$ cat src/rtl/link_tx_serializer_if.sv
// link_tx_serializer_if: bundles the FWFT FIFO read port and the valid/ready
// link flit channel seen by link_tx_serializer.
//   fifo_empty, fifo_dout : FIFO head status and word (into serializer)
//   fifo_rd_en            : FIFO pop strobe (out of serializer)
//   tx_valid, tx_data,
//   tx_last               : link flit channel (out of serializer)
//   tx_ready              : link backpressure (into serializer)
// master = serializer side, slave = FIFO/PHY side.
interface link_tx_serializer_if #(
    parameter int unsigned WIDTH      = 64,
    parameter int unsigned LINK_WIDTH = 16
);
    logic                  fifo_empty;
    logic [WIDTH-1:0]      fifo_dout;
    logic                  fifo_rd_en;
    logic                  tx_valid;
    logic [LINK_WIDTH-1:0] tx_data;
    logic                  tx_last;
    logic                  tx_ready;

    modport master (
        input  fifo_empty,
        input  fifo_dout,
        input  tx_ready,
        output fifo_rd_en,
        output tx_valid,
        output tx_data,
        output tx_last
    );

    modport slave (
        output fifo_empty,
        output fifo_dout,
        output tx_ready,
        input  fifo_rd_en,
        input  tx_valid,
        input  tx_data,
        input  tx_last
    );
endinterface

$ cat src/rtl/link_tx_serializer.sv
// link_tx_serializer: pops WIDTH-bit words from a FWFT FIFO and sends each
// as WIDTH/LINK_WIDTH flits on a valid/ready link, LS flit first, with no
// bubble between back-to-back words.
//   clk, srst  : clock, synchronous active-high reset
//   bus        : FIFO read port + link flit channel (master modport)
//   busy       : high while a word is being transmitted
//   words_sent : count of fully transmitted words, wraps at 2^16
module link_tx_serializer #(
    parameter int unsigned WIDTH      = 64,
    parameter int unsigned LINK_WIDTH = 16
) (
    input  logic                clk,
    input  logic                srst,
    link_tx_serializer_if.master bus,
    output logic                busy,
    output logic [15:0]         words_sent
);
    localparam int unsigned FLITS = WIDTH / LINK_WIDTH;
    localparam int unsigned CW    = (FLITS > 1) ? $clog2(FLITS) : 1;

    typedef enum logic {
        IDLE = 1'b0,
        SEND = 1'b1
    } state_t;

    state_t                state, state_nxt;
    logic [WIDTH-1:0]      shift_reg, shift_nxt;
    logic [LINK_WIDTH-1:0] data_q, data_nxt;
    logic                  last_q, last_nxt;
    logic [CW-1:0]         cnt_q, cnt_nxt;
    logic [15:0]           words_q, words_nxt;
    logic                  hs, last_hs, pop;

    // State and datapath registers
    always_ff @(posedge clk) begin
        if (srst) begin
            state     <= IDLE;
            shift_reg <= '0;
            data_q    <= '0;
            last_q    <= 1'b0;
            cnt_q     <= '0;
            words_q   <= '0;
        end else begin
            state     <= state_nxt;
            shift_reg <= shift_nxt;
            data_q    <= data_nxt;
            last_q    <= last_nxt;
            cnt_q     <= cnt_nxt;
            words_q   <= words_nxt;
        end
    end

    // Next-state: a pop (from IDLE or on the final handshake) reloads the
    // whole word so the next word follows the last flit with no bubble.
    always_comb begin
        state_nxt = state;
        shift_nxt = shift_reg;
        data_nxt  = data_q;
        last_nxt  = last_q;
        cnt_nxt   = cnt_q;
        words_nxt = words_q;

        hs      = (state == SEND) && bus.tx_ready;
        last_hs = hs && last_q;
        pop     = !srst && !bus.fifo_empty && ((state == IDLE) || last_hs);

        if (last_hs) begin
            words_nxt = words_q + 16'd1;
        end

        if (pop) begin
            state_nxt = SEND;
            shift_nxt = bus.fifo_dout >> LINK_WIDTH;
            data_nxt  = bus.fifo_dout[LINK_WIDTH-1:0];
            cnt_nxt   = '0;
            last_nxt  = (FLITS == 1);
        end else if (last_hs) begin
            // tx_data intentionally keeps the final flit
            state_nxt = IDLE;
            last_nxt  = 1'b0;
        end else if (hs) begin
            data_nxt  = shift_reg[LINK_WIDTH-1:0];
            shift_nxt = shift_reg >> LINK_WIDTH;
            cnt_nxt   = cnt_q + CW'(1);
            last_nxt  = ((cnt_q + CW'(1)) == CW'(FLITS - 1));
        end
    end

    assign bus.fifo_rd_en = pop;
    assign bus.tx_valid   = (state == SEND);
    assign bus.tx_data    = data_q;
    assign bus.tx_last    = last_q;
    assign busy           = (state == SEND);
    assign words_sent     = words_q;

endmodule

$ cat src/flat_wrapper.sv
// flat-port wrapper written by rule: the top's interface ports become plain ports
module link_tx_serializer_flat 
#(
    parameter int unsigned WIDTH      = 64,
    parameter int unsigned LINK_WIDTH = 16
)
  (clk, srst, busy, words_sent, bus_fifo_empty, bus_fifo_dout, bus_tx_ready, bus_fifo_rd_en, bus_tx_valid, bus_tx_data, bus_tx_last);
  link_tx_serializer_if #(.WIDTH(WIDTH), .LINK_WIDTH(LINK_WIDTH)) bus_i ();
  input  logic clk;
  input  logic srst;
  output logic busy;
  output logic [15:0] words_sent;
  input wire logic [$bits(bus_i.fifo_empty)-1:0] bus_fifo_empty;
  input wire logic [$bits(bus_i.fifo_dout)-1:0] bus_fifo_dout;
  input wire logic [$bits(bus_i.tx_ready)-1:0] bus_tx_ready;
  output wire logic [$bits(bus_i.fifo_rd_en)-1:0] bus_fifo_rd_en;
  output wire logic [$bits(bus_i.tx_valid)-1:0] bus_tx_valid;
  output wire logic [$bits(bus_i.tx_data)-1:0] bus_tx_data;
  output wire logic [$bits(bus_i.tx_last)-1:0] bus_tx_last;
  assign bus_i.fifo_empty = bus_fifo_empty;
  assign bus_i.fifo_dout = bus_fifo_dout;
  assign bus_i.tx_ready = bus_tx_ready;
  assign bus_fifo_rd_en = bus_i.fifo_rd_en;
  assign bus_tx_valid = bus_i.tx_valid;
  assign bus_tx_data = bus_i.tx_data;
  assign bus_tx_last = bus_i.tx_last;
  link_tx_serializer #(.WIDTH(WIDTH), .LINK_WIDTH(LINK_WIDTH)) u_core (.clk(clk), .srst(srst), .bus(bus_i), .busy(busy), .words_sent(words_sent));
endmodule
$ cat config.mk
export PLATFORM = sky130hd
export DESIGN_NAME = link_tx_serializer_flat
export DESIGN_NICKNAME = d
export VERILOG_FILES = /design/src/rtl/link_tx_serializer_if.sv /design/src/rtl/link_tx_serializer.sv /design/src/flat_wrapper.sv
export SDC_FILE = /design/constraint.sdc
export NUM_CORES = 1
export LEC_CHECK = 0
export ABC_AREA = 1
export CORE_ASPECT_RATIO = 1.4
export CORE_MARGIN = 5
export CORE_UTILIZATION = 40
export CTS_CLUSTER_SIZE = 40
export DETAILED_ROUTE_END_ITERATION = 12
export DONT_BUFFER_PORTS = 1
export GPL_ROUTABILITY_DRIVEN = 0
export GPL_TIMING_DRIVEN = 0
export PLACE_DENSITY_LB_ADDON = 0.3
export SLEW_MARGIN = 10
export SYNTH_ARGS = -nofsm -noshare
export SYNTH_HDL_FRONTEND = slang
export SYNTH_SLANG_ARGS = --single-unit
$ cat constraint.sdc
create_clock -name clk -period 1.25 [get_ports clk]
set_input_delay 0.25 -clock clk [delete_from_list [all_inputs] [get_ports clk]]
set_output_delay 0.25 -clock clk [all_outputs]
set_load 0.005 [all_outputs]
Yosys cells after proc, flatten, opt, wreduce, memory -nomap -nowiden. Index checks and enable logic that the tools add are counted.

Muxes and demuxes: 8. Multiply operators: 0. Reductions and logical operators: 13. $lt $le $gt $ge: 0. Bitwise logic cells: 2. $add $sub $neg: 2. Equality and inequality tests: 2. Shift operators: 0. Div/mod/pow operators: 0.

Operator list (number): 48-bit two-way mux (3); 16-bit two-way mux (3); 16-bit by 1-bit adder with 16-bit output, second input constant (1); 1-bit logical AND (4); 2-bit AND reduction (2); 2-bit nonzero test (2); 3-bit OR reduction (1); 2-bit by 1-bit adder with 2-bit output, second input constant (1); 2-bit equality test, second input constant (1); 1-bit logical NOT (2); 1-bit two-way mux (2); 2-bit inequality test, second input constant (1); 1-bit NOT (2); 2-bit OR reduction (1); 1-bit logical OR (1).

Bits in read-only memories: 0. Register bits: 84. Memory bits (writable): 0. Word-level logic and storage cells: 33. Bits of input ports: 68. Memories kept: 0. Latch bits: 0.

Longest topological paths before layout.
Depth after elaboration: 6. Gate-level depth with buffers: 9. Depth with buffers taken out: 9.

Worst setup path after synthesis. OpenSTA, ideal clock, no wires.

Path type: flip-flop to output port. Start: register u_core.state, in the netlist u_core.bus.tx_valid. End: output port bus_fifo_rd_en. Path buffers: 2. Required time: 1000 ps. Arrival time: 1077 ps. Slack: -77 ps. Cell stages (with the launch flop): 7. Cell sequence: dfxtp_1 > nand3_2 > nand2_1 > nand2_2 > buf_6 > inv_2 > buf_4.

Longest elaborated chain between the ends: 4.

RTL lines: start: declaration (line link_tx_serializer.sv:26) `state_t state, state_nxt;`; start signal: assignment (line link_tx_serializer.sv:44) `state <= state_nxt;`; 1-bit logical AND (line link_tx_serializer.sv:63) `hs = (state == SEND) && bus.tx_ready;`; 1-bit logical AND (line link_tx_serializer.sv:64) `last_hs = hs && last_q;`; 1-bit logical OR * (line link_tx_serializer.sv:65) `pop = !srst && !bus.fifo_empty && ((state == IDLE) || last_hs);`; 1-bit logical AND * (line link_tx_serializer.sv:65); end: declaration (line flat_wrapper.sv:16) `output wire logic [$bits(bus_i.fifo_rd_en)-1:0] bus_fifo_rd_en;`.

Every way passes the cells marked *; elsewhere a longest branch is shown, timed or not.

Worst setup path after layout. Ends and elaborated chain as after synthesis.

==> metrics <==
Synth Register Bits=between 80 and 90; Setup crit end kind=primary output; Fin Setup TNS=-9.34 ns; share of the synthesized area in the top cell type=44.4%; WP data arrival=1.26 ns; Fin. Hold Viols=0; die footprint=approximately 12000 sq um; Worst Path Max Fanout=5; Die X=92.3 microns; Syn Nets=597; # port buffers=0; core area=between 9000 and 10000 sq um; Seq/Total Area, Yosys=44.4%; Worst Clk Skew=0.00970 ns; Avg WL per Cell=roughly 17 microns; dominant cell type by area after synthesis=dfxtp_1; total track usage=19.2%; period utilization=121%; ANT nets after route=0; Cell Rows=42; Final Slew Violations=0; first-pass GRT wire length=about 18 mm; DR iter-0 viols=~160; EDFF count, synth=0; Antenna diodes=0; worst slew pin tran=0.746 ns; Mean Syn Cell Area=7.19 sq um; IO Count=104; Hold Crit Class=input port to register; Post-Route M1 WL=4.36 mm; Post-Syn Area=3790 sq um; CTS buffer count=9; startpoint class of the critical path=register; total grt overflow=0; count leader, synth=nand2_1; DR WL met3=between 700 and 800 microns; Routed WL=11.5 mm; peak supply drop=926 uV; synthesis-to-layout area growth=35.0%; Max Clock Freq=662 MHz; filler instances=920; Yosys warning total=0; distinct cell type count after synthesis=25; hpwl dp=8.10 mm; area of the multi-input gates=2170 sq um; Root Buffer=clkbuf_16; synth cell count leaders=nand2_1, nand3_1, dfxtp_1; Largest register FFs=48; power per cell area=1300 nW/um^2; fin worst setup slack=-0.261 ns; Final setup viols=66; relative slew slack=~50%; layout cells sized above 1=29.1%; fin nets=between 600 and 700; RSZ-0062 raised after global routing=true; vias per cell=5.52; largest net degree at the start of global routing=15; clk_lat worst skew=0.35 ns; Post-Layout Cell Count=673; Top Metal Used=met4; LEAKAGE=0.00193 uW; failing checks=setup timing; CP required=1.00 ns; CTS tree=built; Remaining DRCs=0; vias in the first global route=3544; die height=125 microns; H-tree depth=3; Synth area leaders=dfxtp_1, nand3_1, nand2_1; CTS clk-pin slew, worst paths=0.06 ns; CTS sink count=84; routed wl met2=6.07 mm; Clock Path Buffers=2; initial antenna violation count=0; Seq. cell area=approximately 1700 sq um; Tmin final=1.51 ns; outcome=finished with violations; critical path class=register to primary output; ys flop type=dfxtp_1; fraction of registers with async set/reset=0%; detailed-route via count=3718; iteration count of the initial detailed-routing pass=4; number of max-cap violations=0; cell count after synthesis=527; Post-Place Cells=637; total power=6650 uW; Initial Utilization=40.5%
## timing repair
item                                    CTS  global route
endpoints found under the hold margin     1             0
hold buffers                              1             0
buffers inserted                          9             5
pin swaps                                 5            15
resized for setup                        73           109
cloned                                    4             2
endpoints found under the setup margin   79            80
## layout by cell type (no fill, tap or decap), types with 11 or more instances in the layout
master,synthesis,final
dfxtp_1,84,72
clkbuf_16,0,12
inv_1,34,33
nand2_1,92,76
nor2_1,27,18
nand2_2,1,12
o21ai_2,0,26
nand3_1,87,85
buf_4,4,18
o21ai_0,19,11
o21ai_1,51,26
a21oi_1,59,51
## per-stage QoR
step / area [sq um] / hold slack, ns / worst slack, ns / util [%]
detailed placement: 3950 / 0.340 / -0.348 / 42.2
CTS: 4660 / 0.00648 / -0.256 / 49.8
global route: 5110 / 0.0174 / -0.310 / 54.7
finish: 5110 / 0.0197 / -0.261 / 54.7
floorplan: 3810 / 0.335 / 0.00701 / -
global placement: 3950 / 0.338 / -0.313 / 42.2
## logic make-up after synthesis
group           share of synthesized area, %
compound gates                          20.4
buf+inv                                 9.38
fa+ha+maj                              0.660
flops                                   44.4
simple gates                            25.2
## layout make-up
type / instances / area share (%)
inverter: 37 / 3.06
timing repair buffer: 20 / 4.57
sequential: 84 / 33.4
clock inverter: 5 / 1.64
tap: 110 / 2.69
multi-input combinational: 365 / 42.4
buffer: 41 / 7.51
clock buffer: 11 / 4.75
## path summary, 6_finish.rpt
kind,startpoint,to,slack (ns),cells after the start
hold / removal,bus_fifo_dout[51],u_core.shift_reg[35],0.02,2
hold reg to reg,u_core.shift_reg[46],u_core.shift_reg[46],0.47,2
setup reg to reg,u_core.bus.tx_valid,u_core.bus.tx_data[2],-0.20,8
setup / recovery,u_core.bus.tx_valid,bus_fifo_rd_en,-0.26,6
## where the power goes
part,switching (uW),internal (uW)
logic,464,365
clock network,1110,1810
registers,87.3,2820
total,1660,4990
## critical path, stage by stage (launching register included)
cell and delay, ns:
dfxtp_4 0.39, nand3_4 0.09, nand2_4 0.08, nand2_4 0.06
buf_8 0.15, clkinv_8 0.04, buf_8 0.10
## per-layer routing
layer | vias up | track usage (%)
li1 | 1853 | -
met1 | 1737 | 20.9
met2 | 103 | 33.4
met3 | 25 | 6.13
met4 | 0 | 9.45
met5 | - | 0
Note: power is estimated with default switching activity, not from simulation.
